===== src/rtl/isa_pkg.sv =====
// ISA constants shared by the mul/div issue controller and its datapath:
// opcode/ALU-op encodings, field positions, exception codes and FSM states.
package isa_pkg;

  localparam logic [4:0] OP_RTYPE = 5'b00000;
  localparam logic [4:0] ALU_MUL  = 5'b00110;
  localparam logic [4:0] ALU_DIV  = 5'b00111;

  localparam int OPC_HI = 31;
  localparam int OPC_LO = 27;
  localparam int RD_HI  = 26;
  localparam int RD_LO  = 22;
  localparam int RS_HI  = 21;
  localparam int RS_LO  = 17;
  localparam int RT_HI  = 16;
  localparam int RT_LO  = 12;
  localparam int ALU_HI = 6;
  localparam int ALU_LO = 2;

  localparam int EXC_REG = 30;
  localparam int EXC_MUL = 4;
  localparam int EXC_DIV = 5;

  typedef enum logic [1:0] {
    ST_IDLE = 2'd0,
    ST_RUN  = 2'd1,
    ST_DONE = 2'd2
  } state_t;

endpackage


===== src/rtl/multdiv_datapath.sv =====
// Iterative signed mul/div datapath: one radix-2 step per cycle, sign fix and overflow check on the last step.
// No backpressure of its own; result/exc registers hold until the next start.
module multdiv_datapath
  import isa_pkg::*;
#(
  parameter int WIDTH = 32
) (
  input  logic             clock,
  input  logic             reset,
  input  logic             start,
  input  logic             step,
  input  logic             finish,
  input  logic             is_div,
  input  logic [WIDTH-1:0] op_a,
  input  logic [WIDTH-1:0] op_b,
  output logic [WIDTH-1:0] res,
  output logic             exc
);

  localparam int W2 = 2 * WIDTH;

  logic [WIDTH-1:0] mag_b;
  logic [W2-1:0]    acc;
  logic             neg;
  logic             div_sel;

  logic [WIDTH:0]   mul_sum;
  logic [W2-1:0]    mul_next;
  logic [WIDTH:0]   div_part;
  logic             div_fits;
  logic [WIDTH-1:0] div_sub;
  logic [WIDTH-1:0] div_rem;
  logic [W2-1:0]    div_next;
  logic [W2-1:0]    acc_next;
  logic [W2-1:0]    mul_signed;
  logic             mul_ovf;
  logic [WIDTH-1:0] quot;

  function automatic logic [WIDTH-1:0] magnitude(input logic [WIDTH-1:0] v);
    return v[WIDTH-1] ? -v : v;
  endfunction

  // Multiply: acc = {partial product, remaining multiplier bits}, shifted right each step.
  // Divide: acc = {partial remainder, remaining dividend bits / quotient bits}, shifted left.
  always_comb begin
    mul_sum    = {1'b0, acc[W2-1:WIDTH]} + (acc[0] ? {1'b0, mag_b} : '0);
    mul_next   = {mul_sum, acc[WIDTH-1:1]};
    div_part   = acc[W2-1:WIDTH-1];
    div_fits   = div_part >= {1'b0, mag_b};
    div_sub    = div_part[WIDTH-1:0] - mag_b;
    div_rem    = div_fits ? div_sub : div_part[WIDTH-1:0];
    div_next   = {div_rem, acc[WIDTH-2:0], div_fits};
    acc_next   = div_sel ? div_next : mul_next;
    mul_signed = neg ? -acc_next : acc_next;
    mul_ovf    = mul_signed[W2-1:WIDTH] != {WIDTH{mul_signed[WIDTH-1]}};
    quot       = neg ? -acc_next[WIDTH-1:0] : acc_next[WIDTH-1:0];
  end

  always_ff @(posedge clock or posedge reset) begin
    if (reset) begin
      mag_b   <= '0;
      acc     <= '0;
      neg     <= 1'b0;
      div_sel <= 1'b0;
      res     <= '0;
      exc     <= 1'b0;
    end else if (start) begin
      mag_b   <= magnitude(op_b);
      acc     <= {{WIDTH{1'b0}}, magnitude(op_a)};
      neg     <= op_a[WIDTH-1] ^ op_b[WIDTH-1];
      div_sel <= is_div;
      if (is_div && op_b == '0) begin
        res <= WIDTH'(EXC_DIV);
        exc <= 1'b1;
      end else begin
        res <= '0;
        exc <= 1'b0;
      end
    end else if (step) begin
      acc <= acc_next;
      if (finish) begin
        if (!div_sel && mul_ovf) begin
          res <= WIDTH'(EXC_MUL);
          exc <= 1'b1;
        end else begin
          res <= div_sel ? quot : mul_signed[WIDTH-1:0];
          exc <= 1'b0;
        end
      end
    end
  end

endmodule


===== src/rtl/multdiv_issue_ctrl.sv =====
// Mul/div issue control: latches the X-stage op, runs ITERS cycles (div-by-zero finishes at once), busy until writeback.
// Result held on wb_* while wb_valid && !wb_ready; no new issue until the cycle after the handshake.
module multdiv_issue_ctrl #(
  parameter int WIDTH   = 32,
  parameter int ITERS   = 32,
  parameter int EXC_REG = isa_pkg::EXC_REG
) (
  input  logic             clock,
  input  logic             reset,
  input  logic             issue_valid,
  input  logic [31:0]      dx_insn,
  input  logic [WIDTH-1:0] dx_opA,
  input  logic [WIDTH-1:0] dx_opB,
  output logic             multOngoing,
  output logic [31:0]      inM,
  output logic             wb_valid,
  input  logic             wb_ready,
  output logic [4:0]       wb_rd,
  output logic [WIDTH-1:0] wb_data,
  output logic             wb_exc
);

  import isa_pkg::*;

  state_t      state;
  state_t      state_n;
  logic [5:0]  cnt;
  logic        is_muldiv;
  logic        is_div;
  logic        div_zero;
  logic        issue;
  logic        last_iter;
  logic        handshake;
  logic        dp_exc;

  always_comb begin
    is_div    = dx_insn[ALU_HI:ALU_LO] == ALU_DIV;
    is_muldiv = (dx_insn[OPC_HI:OPC_LO] == OP_RTYPE) &&
                (dx_insn[ALU_HI:ALU_LO] == ALU_MUL || is_div);
    div_zero  = is_div && dx_opB == '0;
    issue     = issue_valid && is_muldiv && state == ST_IDLE;
    last_iter = state == ST_RUN && cnt == 6'(ITERS - 1);
    handshake = state == ST_DONE && wb_ready;
  end

  always_comb begin
    state_n = state;
    case (state)
      ST_IDLE: if (issue)     state_n = div_zero ? ST_DONE : ST_RUN;
      ST_RUN:  if (last_iter) state_n = ST_DONE;
      ST_DONE: if (wb_ready)  state_n = ST_IDLE;
      default:                state_n = ST_IDLE;
    endcase
  end

  always_ff @(posedge clock or posedge reset) begin
    if (reset) begin
      state <= ST_IDLE;
      cnt   <= '0;
      inM   <= '0;
    end else begin
      state <= state_n;
      if (issue) begin
        cnt <= '0;
        inM <= dx_insn;
      end else begin
        if (state == ST_RUN) cnt <= cnt + 6'd1;
        // inM doubles as the stall logic's noop when the unit is free.
        if (handshake) inM <= '0;
      end
    end
  end

  multdiv_datapath #(
    .WIDTH (WIDTH)
  ) u_datapath (
    .clock  (clock),
    .reset  (reset),
    .start  (issue),
    .step   (state == ST_RUN),
    .finish (last_iter),
    .is_div (is_div),
    .op_a   (dx_opA),
    .op_b   (dx_opB),
    .res    (wb_data),
    .exc    (dp_exc)
  );

  assign multOngoing = state != ST_IDLE;
  assign wb_valid    = state == ST_DONE;
  assign wb_exc      = dp_exc;
  assign wb_rd       = dp_exc ? 5'(EXC_REG) : inM[RD_HI:RD_LO];

endmodule


===== config.mk =====
export PLATFORM = sky130hd
export DESIGN_NAME = multdiv_issue_ctrl
export DESIGN_NICKNAME = d
export VERILOG_FILES = /design/src/rtl/isa_pkg.sv /design/src/rtl/multdiv_datapath.sv /design/src/rtl/multdiv_issue_ctrl.sv
export SDC_FILE = /design/constraint.sdc
export NUM_CORES = 1
export LEC_CHECK = 0
export BUFFER_PORTS_ARGS = -buffer_cell sky130_fd_sc_hd__buf_4
export CAP_MARGIN = 20
export CORE_UTILIZATION = 55
export CTS_CLUSTER_SIZE = 16
export DETAILED_ROUTE_END_ITERATION = 8
export GPL_TIMING_DRIVEN = 0
export PLACE_DENSITY = 0.88
export SETUP_SLACK_MARGIN = 0.05
export SYNTH_ARGS = -nofsm -noshare
export SYNTH_HDL_FRONTEND = slang
export SYNTH_SLANG_ARGS = --single-unit

===== constraint.sdc =====
create_clock -name clock -period 6 [get_ports clock]
set_input_delay 0.9 -clock clock [delete_from_list [all_inputs] [get_ports clock]]
set_output_delay 0.9 -clock clock [all_outputs]
set_load 0.02 [all_outputs]

==> metrics, run 1 <==
num rows slightly above 60; Seq/Total Area, Yosys 0.2727; Startpoint Class flip-flop; failing checks negative setup slack; syn nets approximately 2100; Final nets 2365; crit path cell chain and2_1 > ha_1 > inv_1 > fa_1 > nand2b_1 > a21oi_4 > o211ai_1 > a31oi_2 > mux2_2 > a311oi_4 > buf_4 > nand3_1 > or4_4 > o21ai_1 > a32oi_1 > or4_4 > a221oi_4 > a41oi_4 > buf_6 > o31ai_4; fmax approximately 0.16 GHz; initial antenna violation count 2; peak supply drop 0.2347 mV; worst slew pin tran 1216 ps; Crit Reg-Reg Startpoint u_datapath.acc[0]; GRT Total Usage 0.4058; CP Launch Point u_datapath.acc[0]; CTS H-Tree Depth 4; clk_skew 14.79 ps; Critical Path AT between 6000 and 7000 ps; R2R Path End u_datapath.res[28]; RePlAce Congestion 0.9892; commonest non-fill, non-tap cell in the layout nand2_1; Setup crit end u_datapath.res[28]; main combinational cell family by area after synthesis compound AO/OA/AOI/OAI gates; Synth top area share 0.2727; Critical Path RT 6350 ps; largest area contributor in the netlist dfrtp_1; Worst Hold Class in -> async; max-slew violations 0; CP Class reg -> reg; Remaining DRCs 0; slowest cell on the critical path or4_4; Die Ht between 150 and 200 µm; Hold Vio Cnt, Final 0; Post-DP HPWL 44.50 mm; mux cell area share after synthesis 0.02854; Setup violations, final 31; Critical Path Stages 20; Worst Path Buf+Inv 3; CTS Root Cell clkbuf_16; fin cells 2587; CTS sink count about 170; Num CTS Buffers 17; total design power around 0.0094 W; post-DR wirelength/cell 22.99 µm; minimum clock period between 6000 and 7000 ps; synth-to-layout area growth 22.29%; final hold slack roughly 470 ps; Die Wd 170.9 µm; synth warn 0; Adder-Cell Fraction of Synth Area 0.05677; layout cell share with drive strength beyond 1 0.2178; placed cell count 2506; crit path max fanout 6; Synth Area in XOR/XNOR 0.09034; relative slew slack 0.1895; simple-gate portion of the synthesized area 0.2414; # port buffers 171; number of library cell types mapped by synthesis 110; complex-gate fraction of the synthesized area 0.2617; RSZ-0062 raised after global routing true; WL final about 60 mm; die footprint 0.02921 mm²; worst skew pair latency 450 ps; cell mode on critical path or4_4; commonest register cell after synthesis dfrtp_1; hold_buf cts 0; Final period util 1.017; synthesized area per cell 8.023 µm²; Post-synth EDFFs 0; first-pass GRT wire length a little over 90 mm; Final ANT Viol Nets 0; most frequent cells in the layout 292 x nand2_1, 220 x buf_4, 169 x o21ai_0; GRT overflow 0; max_cap viols 0; nature of the critical path endpoint flip-flop; clock slew at the register clock pins of the worst setup and hold paths 80 ps; Synth async-reset ratio 1.000; Initial DRC Count roughly 2100; number of global-route vias before repair ~16000; IO Pins 172; post-synthesis sequential element count 171; reg2reg setup slack -100 ps; outcome finished with violations; Initial DRT Pass Iterations 8; PD cells 487.5 mW/mm²; CP top delay family compound AO/OA/AOI/OAI gates; Initial Util 0.5618; Clock Tree Buf Depth 2; setup ws final -105.0 ps; R2R cell count 20; Leak Pwr approximately 8.3 nW; Post-Syn Area around 0.016 mm²; Vias per Instance 6.607; Synth Instances roughly 2000; leading post-synthesis cells by cell area dfrtp_1 27%, nand2_1 7.1%, o21ai_0 5.5%; largest net degree at the start of global routing 104; worst stage delay on the critical path between 500 and 600 ps; Post-Route Setup TNS -1502 ps; via count 17090; CTS tree yes; Core Region 0.02793 mm²
worst reg2reg max path, delay by kind of cell (launching register included):
kind / cells / cell delay (ps)
buf+inv: 3 / 510
mux: 1 / 390
simple gates: 5 / 1700
compound gates: 9 / 2260
fa+ha+maj: 2 / 630
flops: 1 / 530
where the power goes:
part           internal [W]  leakage [nW]  switching (W)
registers           0.00144          2.02       0.000446
logic               0.00237          5.99        0.00394
clock network      0.000568         0.283       0.000586
routing by layer:
layer / routed length (µm) / vias to the layer above / global-route usage
li1: - / 7626 / -
met1: 23500 / 8133 / 0.5515
met2: 26100 / 1129 / 0.6222
met3: 7257 / 202 / 0.09530
met4: 2533 / 2 / 0.1603
met5: 73 / - / 0
flip-flops by register name, summed over array words and instances, names as in the netlist:
signal	flops
u_datapath.acc	64
cnt	6
u_datapath.res	32
state	2
u_datapath.div_sel	1
u_datapath.exc	1
u_datapath.neg	1
u_datapath.mag_b	32
inM	32
through the flow:
| step | setup WS, ps | instance area, µm² | util |
|---|---|---|---|
| 2_1_floorplan | 71.37 | 15710 | - |
| 3_3_place_gp | -1902 | 17470 | 0.6252 |
| 3_5_place_dp | -1197 | 17500 | 0.6265 |
| 4_1_cts | 10.55 | 18830 | 0.6742 |
| 5_1_grt | -174.8 | 19190 | 0.6869 |
| 6_report | -105.0 | 19190 | 0.6870 |
synthesized netlist by cell type, types with 6 or more instances:
library cell  count
nand2_1         295
o21ai_0         172
dfrtp_1         171
nor2_1           98
a21oi_1          97
nand3_1          92
xor2_1           85
xnor2_1          75
clkbuf_1         70
ha_1             68
inv_1            63
nor3_1           63
and2_1           39
mux2i_1          38
o211ai_1         38
o31ai_1          35
o31ai_2          28
buf_2            27
nand4_1          23
a31oi_1          22
a21o_1           17
and3_1           16
nand2b_1         16
o41ai_1          16
nor4_1           15
or3_1            15
nor2b_1          14
or4_1            14
or2_2            13
o21a_1           12
buf_1            11
a211oi_1         10
o21ai_1          10
o21bai_1         10
a22o_1            6
buf_6             6
nand4b_1          6
timing repair:
action | CTS | global route
buffers inserted | 37 | 10
gates resized for setup | 90 | 66
pin swaps | 23 | 32
setup endpoints to repair | 33 | 43
gates cloned | 4 | 0
area by class of cell:
type                    instances  area [µm²]
diodes                          1       2.502
plain buffers                 113       564.3
clock buffers                  18       439.2
clock inverters                14       151.4
fillers                      2274        8743
inverters                      64       247.7
multi-input cells            1606       11310
flip-flops and latches        171        4302
well taps                     378       473.0
repair buffers                222        1705
cell families (layout without fill, tap and decap cells):
group | Yosys count | after routing
DFF | 171 | 171
adders and majority gates | 70 | 70
muxes | 43 | 43
AOI/OAI and AO/OA | 572 | 573
xor gates and xnor gates | 161 | 161
buffers and inverters | 180 | 431
other | 0 | 1
and+or+nand+nor | 759 | 759
worst min-delay path by stage:
stage,from,endpoint,slack (ps),depth (start not counted)
after floorplan,u_datapath.mag_b[10],u_datapath.mag_b[10],460,2
after global placement,inM[4],inM[4],460,2
after detailed placement,u_datapath.res[30],u_datapath.res[30],470,2
after CTS,u_datapath.res[30],u_datapath.res[30],490,2
after global routing,reset,inM[26],520,2
final,reset,inM[26],470,2
(Power assumes the default switching activity.)
==> run 2: changes to the inputs <==
--- a/config.mk
+++ b/config.mk
@@ -12,7 +12,6 @@
 export DETAILED_ROUTE_END_ITERATION = 8
 export GPL_TIMING_DRIVEN = 0
 export PLACE_DENSITY = 0.88
-export SETUP_SLACK_MARGIN = 0.05
 export SYNTH_ARGS = -nofsm -noshare
 export SYNTH_HDL_FRONTEND = slang
 export SYNTH_SLANG_ARGS = --single-unit
==> run 2 against run 1 <==
  * The run still ends with negative setup slack left
  * Critical endpoint is now u_datapath.exc
  * Setup slack worse by 36 ps
  * Via count up 0.77%
  * Critical path type unchanged
  * Die area unchanged
  * Largest cell class unchanged
==> metrics, run 2 (same netlist as run 1, synthesis figures left out) <==
Final period util 1.023 (+0.005986); initial antenna violation count 1 (-1); relative slew slack 0.1773 (-0.01217); RSZ-0062 raised after global routing true; largest net degree at the start of global routing 104 (unchanged); Clock Tree Buf Depth 2 (unchanged); worst slew pin tran 1234 ps (+18.26 ps); R2R cell count 25 (+25%); CTS Root Cell clkbuf_16; Setup violations, final 26 (-16%); peak supply drop 0.3202 mV (+36%); WL final 59.94 mm (+0.80%); Leak Pwr 8.248 nW (-0.51%); post-DR wirelength/cell 23.18 µm (+0.84%); setup ws final -140.9 ps (-35.92 ps); Num CTS Buffers 17 (unchanged); most frequent cells in the layout 292 x nand2_1, 217 x buf_4, 171 x o21ai_0; nature of the critical path endpoint flip-flop; Final nets 2364 (-0.042%); fmax 0.1628 GHz (-0.58%); Post-DP HPWL 45.03 mm (+1.2%); Initial DRT Pass Iterations 8 (unchanged); Critical Path AT 6480 ps (+30 ps); Final ANT Viol Nets 0 (unchanged); commonest non-fill, non-tap cell in the layout nand2_1; via count 17220 (+0.77%); Vias per Instance 6.660 (+0.81%); Initial Util 0.5618 (unchanged); Die Ht 170.9 µm (unchanged); IO Pins 172 (unchanged); total design power 0.009398 W (+0.46%); max reg flops 64 (unchanged); hold_buf cts 0 (unchanged); Final Util 0.6890 (+0.002015); layout cell share with drive strength beyond 1 0.2152 (-0.002620); # port buffers 171 (unchanged); GRT Total Usage 0.4090 (+0.003175); worst skew pair latency 450 ps (about the same); first-pass GRT wire length 90.90 mm (+0.37%); die footprint 0.02921 mm² (unchanged); crit path max fanout 7 (+1); Remaining DRCs 0 (unchanged); Worst Hold Class in -> async; Core Region 0.02793 mm² (unchanged); PD cells 488.3 mW/mm² (+0.17%); CTS sink count 171 (unchanged); Startpoint Class flip-flop; Critical Path RT 6330 ps (-20 ps); Die Wd 170.9 µm (unchanged); failing checks negative setup slack; clock slew at the register clock pins of the worst setup and hold paths 80 ps (about the same); synth-to-layout area growth 22.65%; fillers 2279 (+0.22%); outcome finished with violations; num rows 61 (unchanged); Hold Vio Cnt, Final 0 (unchanged); minimum clock period 6141 ps (+35.92 ps); GRT overflow 0 (unchanged); RePlAce Congestion 0.9917 (+0.25%); CTS H-Tree Depth 4 (unchanged); CP Class reg -> reg; max-slew violations 0 (unchanged); clk_skew 12.55 ps (-2.235 ps); CTS tree yes; Initial DRC Count 2405 (+12%); number of global-route vias before repair 16150 (+0.39%); max_cap viols 0 (unchanged); Biggest register u_datapath.acc
## run 2: cell types whose count changed in the layout (fill, tap and decap cells not counted), moves of 3 or more
cell,delta
o31ai_2,-8
o31ai_4,+8
ha_4,+4
buf_4,-3
bufinv_16,+3
clkinv_8,-3
ha_1,-3
## run 2: worst paths after layout
check / slack [ps] / startpoint / endpoint
min: 470 / reset / inM[0]
max reg2reg: -140 / u_datapath.mag_b[12] / u_datapath.exc
min reg2reg: 490 / u_datapath.res[7] / u_datapath.res[7]
max in group asynchronous: 4610 / reset / u_datapath.acc[43]
min in group clock: 490 / u_datapath.res[7] / u_datapath.res[7]
max: -140 / u_datapath.mag_b[12] / u_datapath.exc
## run 2: worst max-delay path: stages, from the launching register on
cell	delay (ps)
dfrtp_2	450
inv_2	90
ha_4	200
buf_6	140
a21oi_4	180
o221ai_4	120
o21ba_4	260
o311ai_4	340
a31oi_4	170
inv_2	130
ha_4	150
nand3_4	70
or2_4	300
nor4_4	140
o31a_1	320
nand3_4	110
or4b_4	600
o41ai_4	280
xnor2_2	170
nand2_1	80
or4_4	560
a221oi_4	370
a41oi_4	160
buf_12	180
buf_6	120
a221o_1	310
## run 2: final cells by class
cell class / count / area [µm²] / area share
Buffer: 114 / 570.5 / 0.02964
Clock buffer: 20 / 466.7 / 0.02425
Multi-Input combinational cell: 1605 / 11290 / 0.5864
Inverter: 64 / 247.7 / 0.01287
Sequential cell: 171 / 4303 / 0.2236
Clock inverter: 12 / 173.9 / 0.009036
Tap cell: 378 / 473.0 / 0.02457
Antenna cell: 1 / 2.502 / 0.0001300
Timing Repair Buffer: 221 / 1723 / 0.08951
## run 2: where the power goes
part	switching, W	leakage [nW]	internal, W
Clock	0.000539	0.313	0.000702
Combinational	0.00389	5.92	0.00236
Sequential	0.000459	2.02	0.00144
## run 2: per-layer routing
metal,wire length [µm],track usage
met5,0,0
met4,2697,0.1541
met1,23790,0.5529
met3,7178,0.09646
met2,26270,0.6330
## run 2: what timing repair did
item                                    4_1_cts  5_1_grt
pin swaps                                    17       19
endpoints found under the setup margin       33       43
gates resized for setup                      81       69
hold endpoints to repair                      0        0
buffers inserted                             32       15
gates cloned                                  2        0
## run 2: stage by stage
stage	TNS [ps]	worst slack [ps]	hold WS (ps)	instances	area (µm²)
5_1_grt	-5083	-240.9	506.5	2585	19240
2_1_floorplan	0	41.43	463.9	1956	15700
4_1_cts	-637.8	-98.00	489.5	2571	18750
3_3_place_gp	-262380	-1806	464.2	2505	17460
6_report	-1709	-140.9	467.0	2586	19250
3_5_place_dp	-47220	-1481	474.5	2506	17490
